File: config.mk
export PLATFORM = sky130hd
export DESIGN_NAME = seg7_scan_capture
export DESIGN_NICKNAME = d
export VERILOG_FILES = /design/src/rtl/seg7_scan_capture.sv
export SDC_FILE = /design/constraint.sdc
export NUM_CORES = 1
export LEC_CHECK = 0
export CAP_MARGIN = 10
export CORE_MARGIN = 3
export CORE_UTILIZATION = 49
export DETAILED_ROUTE_END_ITERATION = 8
export PLACE_DENSITY = 0.71
export SYNTH_ARGS = -nofsm -noshare
export SYNTH_HDL_FRONTEND = slang
export SYNTH_SLANG_ARGS = --single-unit
File: constraint.sdc
create_clock -name i_clk -period 5.35 [get_ports i_clk]
set_input_delay 0.8025 -clock i_clk [delete_from_list [all_inputs] [get_ports i_clk]]
set_output_delay 0.8025 -clock i_clk [all_outputs]
set_load 0.02 [all_outputs]
File: src/rtl/seg7_scan_capture.sv
// Purpose : capture a scanned 4-digit 7-segment bus, debounce each digit, decode glyphs to hex, assemble 16-bit frames.
// Latency : input edge to capture STABLE_CNT+1 cycles; fourth capture to o_frame_valid 1 cycle.
// Backpressure: none; the scanning source cannot be stalled, partial frames are dropped after TIMEOUT cycles.
//
// Ports:
//   i_clk, i_rst        clock and asynchronous active-high reset
//   i_dig_en[3:0]       one-hot digit enable (bit i = digit i)
//   i_seg[6:0]          segments {a,b,c,d,e,f,g}, active high
//   o_value[15:0]       last completed frame, digit i in [4i+3:4i]
//   o_frame_valid       one-cycle pulse when o_value updates
//   o_glyph_err         1 if any digit of the last frame was undecodable; held until next frame
//   o_frame_timeout     one-cycle pulse when a partial frame is dropped
//   o_digit_mask[3:0]   digits captured so far in the current frame
module seg7_scan_capture #(
  parameter int STABLE_CNT = 4,
  parameter int TIMEOUT    = 1024
) (
  input  logic        i_clk,
  input  logic        i_rst,
  input  logic [3:0]  i_dig_en,
  input  logic [6:0]  i_seg,
  output logic [15:0] o_value,
  output logic        o_frame_valid,
  output logic        o_glyph_err,
  output logic        o_frame_timeout,
  output logic [3:0]  o_digit_mask
);

  // Stability counter must be able to hold STABLE_CNT itself (saturation value).
  localparam int SCW = $clog2(STABLE_CNT + 1);
  localparam int TOW = $clog2(TIMEOUT);
  localparam logic [SCW-1:0] SC_MAX  = SCW'(STABLE_CNT);
  localparam logic [SCW-1:0] SC_ARM  = SCW'(STABLE_CNT - 1);
  localparam logic [TOW-1:0] TO_LAST = TOW'(TIMEOUT - 1);

  typedef enum logic {
    ST_IDLE    = 1'b0,
    ST_COLLECT = 1'b1
  } state_t;

  // Input stage and the one-cycle-older copy used for the stability compare
  logic [3:0]     r_dig_en;
  logic [6:0]     r_seg;
  logic [3:0]     r_prev_dig_en;
  logic [6:0]     r_prev_seg;
  logic [SCW-1:0] r_stab_cnt;

  // Frame assembly
  state_t         r_state;
  logic [TOW-1:0] r_tmo_cnt;
  logic [3:0]     r_mask;
  logic [3:0]     r_bad;
  logic [15:0]    r_slots;
  logic [15:0]    r_value;
  logic           r_glyph_err;
  logic           r_frame_valid;
  logic           r_frame_timeout;

  logic           w_onehot;
  logic           w_same;
  logic [SCW-1:0] w_stab_nxt;
  logic           w_capture;
  logic [3:0]     w_nib;
  logic           w_bad;
  state_t         w_state_nxt;
  logic [TOW-1:0] w_tmo_nxt;
  logic           w_emit;
  logic           w_drop;
  logic [3:0]     w_mask_nxt;
  logic [3:0]     w_bad_nxt;

  assign w_onehot = (r_dig_en != 4'd0) && ((r_dig_en & (r_dig_en - 4'd1)) == 4'd0);
  assign w_same   = (r_dig_en == r_prev_dig_en) && (r_seg == r_prev_seg);

  always_comb begin
    w_stab_nxt = r_stab_cnt;
    if (!w_onehot) begin
      w_stab_nxt = '0;
    end else if (w_same) begin
      if (r_stab_cnt != SC_MAX) begin
        w_stab_nxt = r_stab_cnt + SCW'(1);
      end
    end else begin
      w_stab_nxt = SCW'(1);
    end
  end

  // Fires only on the step into SC_MAX; saturation then blocks re-capture until the pair changes.
  assign w_capture = w_onehot && w_same && (r_stab_cnt == SC_ARM);

  always_comb begin
    w_nib = 4'h0;
    w_bad = 1'b0;
    case (r_seg)
      7'h7E: w_nib = 4'h0;
      7'h30: w_nib = 4'h1;
      7'h6D: w_nib = 4'h2;
      7'h79: w_nib = 4'h3;
      7'h33: w_nib = 4'h4;
      7'h5B: w_nib = 4'h5;
      7'h5F: w_nib = 4'h6;
      7'h70: w_nib = 4'h7;
      7'h7F: w_nib = 4'h8;
      7'h7B: w_nib = 4'h9;
      7'h77: w_nib = 4'hA;
      7'h1F: w_nib = 4'hB;
      7'h4E: w_nib = 4'hC;
      7'h3D: w_nib = 4'hD;
      7'h4F: w_nib = 4'hE;
      7'h47: w_nib = 4'hF;
      default: begin
        w_nib = 4'h0;
        w_bad = 1'b1;
      end
    endcase
  end

  // Next-state: completion is checked before timeout so it wins a tie.
  // A capture coinciding with emit/drop opens the next frame immediately.
  always_comb begin
    w_state_nxt = r_state;
    w_tmo_nxt   = r_tmo_cnt;
    w_emit      = 1'b0;
    w_drop      = 1'b0;
    case (r_state)
      ST_IDLE: begin
        if (w_capture) begin
          w_state_nxt = ST_COLLECT;
          w_tmo_nxt   = '0;
        end
      end
      ST_COLLECT: begin
        if (r_mask == 4'hF) begin
          w_emit      = 1'b1;
          w_state_nxt = w_capture ? ST_COLLECT : ST_IDLE;
          w_tmo_nxt   = '0;
        end else if (r_tmo_cnt == TO_LAST) begin
          w_drop      = 1'b1;
          w_state_nxt = w_capture ? ST_COLLECT : ST_IDLE;
          w_tmo_nxt   = '0;
        end else begin
          w_tmo_nxt   = r_tmo_cnt + TOW'(1);
        end
      end
      default: begin
        w_state_nxt = ST_IDLE;
        w_tmo_nxt   = '0;
      end
    endcase
  end

  // Mask and bad bits clear on frame end, then the same-cycle capture (if any) is applied on top.
  always_comb begin
    w_mask_nxt = (w_emit || w_drop) ? 4'h0 : r_mask;
    w_bad_nxt  = (w_emit || w_drop) ? 4'h0 : r_bad;
    if (w_capture) begin
      w_mask_nxt = w_mask_nxt | r_dig_en;
      w_bad_nxt  = (w_bad_nxt & ~r_dig_en) | (w_bad ? r_dig_en : 4'h0);
    end
  end

  always_ff @(posedge i_clk or posedge i_rst) begin
    if (i_rst) begin
      r_dig_en        <= 4'h0;
      r_seg           <= 7'h00;
      r_prev_dig_en   <= 4'h0;
      r_prev_seg      <= 7'h00;
      r_stab_cnt      <= '0;
      r_state         <= ST_IDLE;
      r_tmo_cnt       <= '0;
      r_mask          <= 4'h0;
      r_bad           <= 4'h0;
      r_slots         <= 16'h0000;
      r_value         <= 16'h0000;
      r_glyph_err     <= 1'b0;
      r_frame_valid   <= 1'b0;
      r_frame_timeout <= 1'b0;
    end else begin
      r_dig_en        <= i_dig_en;
      r_seg           <= i_seg;
      r_prev_dig_en   <= r_dig_en;
      r_prev_seg      <= r_seg;
      r_stab_cnt      <= w_stab_nxt;
      r_state         <= w_state_nxt;
      r_tmo_cnt       <= w_tmo_nxt;
      r_mask          <= w_mask_nxt;
      r_bad           <= w_bad_nxt;
      r_frame_valid   <= w_emit;
      r_frame_timeout <= w_drop;
      for (int i = 0; i < 4; i++) begin
        if (w_capture && r_dig_en[i]) begin
          r_slots[4*i +: 4] <= w_nib;
        end
      end
      if (w_emit) begin
        r_value     <= r_slots;
        r_glyph_err <= |r_bad;
      end
    end
  end

  assign o_value         = r_value;
  assign o_frame_valid   = r_frame_valid;
  assign o_glyph_err     = r_glyph_err;
  assign o_frame_timeout = r_frame_timeout;
  assign o_digit_mask    = r_mask;

endmodule

Word-level counts from Yosys, hierarchy flattened
Index checks and enable logic that the tools add are counted.

Muxes and demuxes: 22. Reduce and logical (&&, ||, !) cells: 13. $add $sub $neg: 3. Bitwise gates (word level): 6. Equal/unequal tests: 24.

Operators with widths (number): $eq 7x7->1 const B (12); $pmux 4 s15 (1); $mux 10 (3); $eq 7x6->1 const B (3); $mux 4 (5); $pmux 10 s2 (1); $reduce_or 16->1 (1); $add 10x1->10 const B (1); $eq 10x10->1 const B (1); $mux 3 (3); $and 4x4->4 (2); $logic_and 1x1->1 (8); $mux 1 (8); $or 4x4->4 (2); $eq 7x5->1 const B (1); $eq 7x7->1 (1); $eq 4x4->1 (1); $eq 4x4->1 const B (1); $logic_not 4->1 (1); $not 4->4 (1); $reduce_bool 4->1 (1); $reduce_or 4->1 (1); $sub 4x1->4 const B (1); $add 3x1->3 const B (1); other kinds (7) (7).

Register bits: 79. Logic and storage cells: 85.

Depth between registers and ports, before layout
Depth in word-level cells: 10. Gate-level depth with buffers: 7.

Worst setup path before layout
OpenSTA, ideal clock, no wires.

Path type: register -> register. From: register r_seg[0]. To: register r_tmo_cnt[9]. Library setup time: 145 ps. Data arrival time: 2023 ps. Buffers on the path: 1. Cell stages (with the launch flop): 7. Slack: 3182 ps. Path through: dfrtp_1 > buf_4 > xor2_1 > or4_1 > or4_4 > o21ai_4 > o211ai_1.

Cells in the longest elaborated chain, start to end: 5.

RTL lines: start: declaration (line 43) `logic [6:0] r_seg;`; start signal: assignment (line 180) `r_seg <= i_seg;`; $eq 7x7->1 (line 73) `assign w_same = (r_dig_en == r_prev_dig_en) && (r_seg == r_prev_seg);`; $logic_and 1x1->1 (line 73); $logic_and 1x1->1 (2 in a row) (line 89) `assign w_capture = w_onehot && w_same && (r_stab_cnt == SC_ARM);`; $ne 2x2->1 (no source line); end signal: assignment (line 185) `r_tmo_cnt <= w_tmo_nxt;`; end: declaration (line 50) `logic [TOW-1:0] r_tmo_cnt;`.

No other way between the ends. A chain may end at the register's enable or synchronous reset.

Worst setup path after layout
From: register r_seg[2]. To: register r_tmo_cnt[0].

Same word-level chain as after synthesis.

==> flow_summary.ini <==
[status]
status = finished, final reports clean

[timing]
setup_viol = 0
period_minus_slack_ps = 2364
clock_skew_ps = 9.330
grt_setup_unrepaired = false
setup_tns_ps = 0
fmax_ghz = 0.4229
fin_crit_sh_pct = 44.20
finalHoldViolations = 0
tightestPinTransition_ps = 777.7
drv_slew = 0
slew-limit-headroom_pct = 48.08

[yosys]
avgSynthCellArea_um2 = 10.61
muxShareOfSynthArea_pct = 6.715
synth_top_family_by_area = simple AND/OR/NAND/NOR gates
ys_warn_count = 0
synthDominantCellAreaShare_pct = 57.66
syn_nets = 340
synth.top_cells.by_area = dfrtp_1, nand2_1, mux2_2, xor2_1, inv_1
syn_area_um2 = 3428
synth-compound-area-share_pct = 8.102
synthDistinctLibCells = 47
synth_ff_type = dfrtp_1
ys_ff_latch = 79
syn_inst = 323
synth_xor_area_share_pct = 4.088
yosysTopAreaCell = dfrtp_1
async_flop_share_pct = 100.0
synthAdderAreaFrac_pct = 1.460
synth_edf_count = 0
seq_area_frac_synth_pct = 57.66
yosys.area_share.simple_pct = 18.87

[routing]
via_per_inst = 5.272
dr.pass1.iters = 4
wl_per_cell_um = 13.35
antenna_left = 0
vias = 2404
drt_iter0_markers = 84
drc = 0
routed_wl_um = 6088

[floorplan]
fp.dieW_um = 89.65
io_pins = 36
die_area_um2 = 8036
rows = 29
die_y_um = 89.65
start_util_pct = 52.20
core_area_um2 = 6568

[grt]
first_global_vias = 2286
grt_start_max_net_pins = 42
grtUsageMet2_pct = 25.40
grt_pass1_wl_um = 10450
grtUsageMet1_pct = 23.87
grt_busiest_layer = met2
grt_overflow = 0
antenna_found_initial = 0
grtUsageTotal_pct = 16.99
grt_use_met3_pct = 4.562

[clock_network]
cts_resized = 0
ctsHtreeMaxLevel = 3
post_cts_buffers = 0
clock-root-buffer = clkbuf_8
clkTransAtPathRegs_ps = 80
clock_path_buffers = 2
cts_sinks = 79
cts_tree = built
cts_buffers = 9
clk_latency_ps = 340
holdBufCountCts = 0

[hold_path]
hold_path_class = reg -> reg
hold_depth = 2
min_from = r_slots[2]$_DFFE_PP0P_
hold_end = o_value[2]$_DFFE_PP0P_

[placed_design]
dpl_cell_area_um2 = 3856
gp_congestion = 0.7717
hpwl_um = 4283
port-buffer-count = 35

[worst_setup_path]
path_class = reg -> reg
worstRegToRegCells = 5
rrSetupSlack_ps = 2990
endpoint_kind = flop
crit_fanout = 17
r2r_start = r_seg[2]$_DFF_PP0_
required_ps = 5560
start_kind = flop
timing.rr.end = r_tmo_cnt[0]$_DFFE_PP0P_
worstPathArrival_ps = 2570

[layout]
fillers = 548
final_cell_mix = dfrtp_1, nand2_1, clkdlybuf4s50_1, mux2_2, inv_1
design_area_um2 = 4066
drive_gt1_share_pct = 10.47
nets = 376
final_common_cell = dfrtp_1
antennaDiodeCount = 0
multiInputGateArea_um2 = 1345
seqCellArea_um2 = 1977
syn_to_final_growth_pct = 18.61

[pwr]
p_per_area_nw_per_um2 = 278.7
ir_drop_v = 0.0002010
power_leakage_uw = 0.001847

[run]
drv_cap = 0
==> cells in the mapped netlist, drive strengths merged, types with 2 or more instances <==
library cell and count:
a21o 5, a21oi 7, and3 2, buf 3, clkbuf 8, dfrtp 79
ha 4, inv 15, mux2 16, mux2i 5, nand2 71, nand2b 2
nand3 10, nand3b 3, nand4 5, nor2 11, nor3 5, nor4 8
nor4b 3, o211ai 4, o21ai 12, o22ai 5, or2 2, or3 2
or4 5, xnor2 3, xor2 13
==> metal layers <==
| metal | wire length (um) | up-vias |
|---|---|---|
| li1 | - | 1187 |
| met1 | 2943 | 1153 |
| met2 | 2784 | 58 |
| met3 | 288 | 6 |
| met4 | 72 | 0 |
| met5 | 0 | - |
==> layout make-up <==
type / count / area share (%)
clock inverter: 6 / 2.123
timing repair buffer: 36 / 8.800
inverter: 16 / 1.477
multi-input combinational: 217 / 33.08
sequential: 79 / 48.62
tap: 93 / 2.862
clock buffer: 9 / 3.046
==> power breakdown <==
group	total, uW	internal [uW]	switching, uW
Sequential	621	606	15.6
Combinational	46.4	20.9	25.4
Clock	466	259	207
==> stage by stage <==
stage                     util [%]  hold WS [ps]  setup WS [ps]  power [uW]  cells
after floorplan                  -         348.7           2524       661.6    323
after CTS                    61.92         471.9           2976        1149    456
after global routing         61.92         497.9           2763        1180    456
final                        61.92         469.7           2986        1133    456
after detailed placement     58.72         458.9           2978       680.4    441
after global placement       58.72         453.6           3008       678.7    441
==> kinds of logic after synthesis <==
| logic type | after synthesis |
|---|---|
| xor gates and xnor gates | 16 |
| DFF | 79 |
| AOI/OAI and AO/OA | 42 |
| adders and majority gates | 4 |
| buffers and inverters | 27 |
| muxes | 21 |
| and+or+nand+nor | 134 |
==> critical path: stages, from the launching register on <==
cell and delay, ps:
dfrtp_1 570, xor2_1 250, or4_1 440, or4_4 560
o21ai_4 280, mux2i_1 120
==> state kept, by name, summed over array words and instances, names as in the netlist, 4 cells and up <==
register and flops:
r_tmo_cnt 10, o_digit_mask 4, r_seg 7, r_slots 16
r_bad 4, r_prev_dig_en 4, r_dig_en 4, o_value 16
r_prev_seg 7
==> worst max-delay path by stage <==
stage / cells after the start / to / start / slack [ps]
after floorplan: 1 / o_digit_mask[0]$_DFF_PP0_ / i_rst / 2520
after global routing: 5 / r_slots[4]$_DFFE_PP0P_ / r_seg[2]$_DFF_PP0_ / 2760
after global placement: 3 / o_value[4]$_DFFE_PP0P_ / i_rst / 3010
final: 5 / r_tmo_cnt[0]$_DFFE_PP0P_ / r_seg[2]$_DFF_PP0_ / 2990
after detailed placement: 5 / r_tmo_cnt[0]$_DFFE_PP0P_ / r_seg[2]$_DFF_PP0_ / 2980
after CTS: 5 / r_slots[8]$_DFFE_PP0P_ / r_seg[6]$_DFF_PP0_ / 2980
No activity file was read; power rests on OpenSTA's default activity.
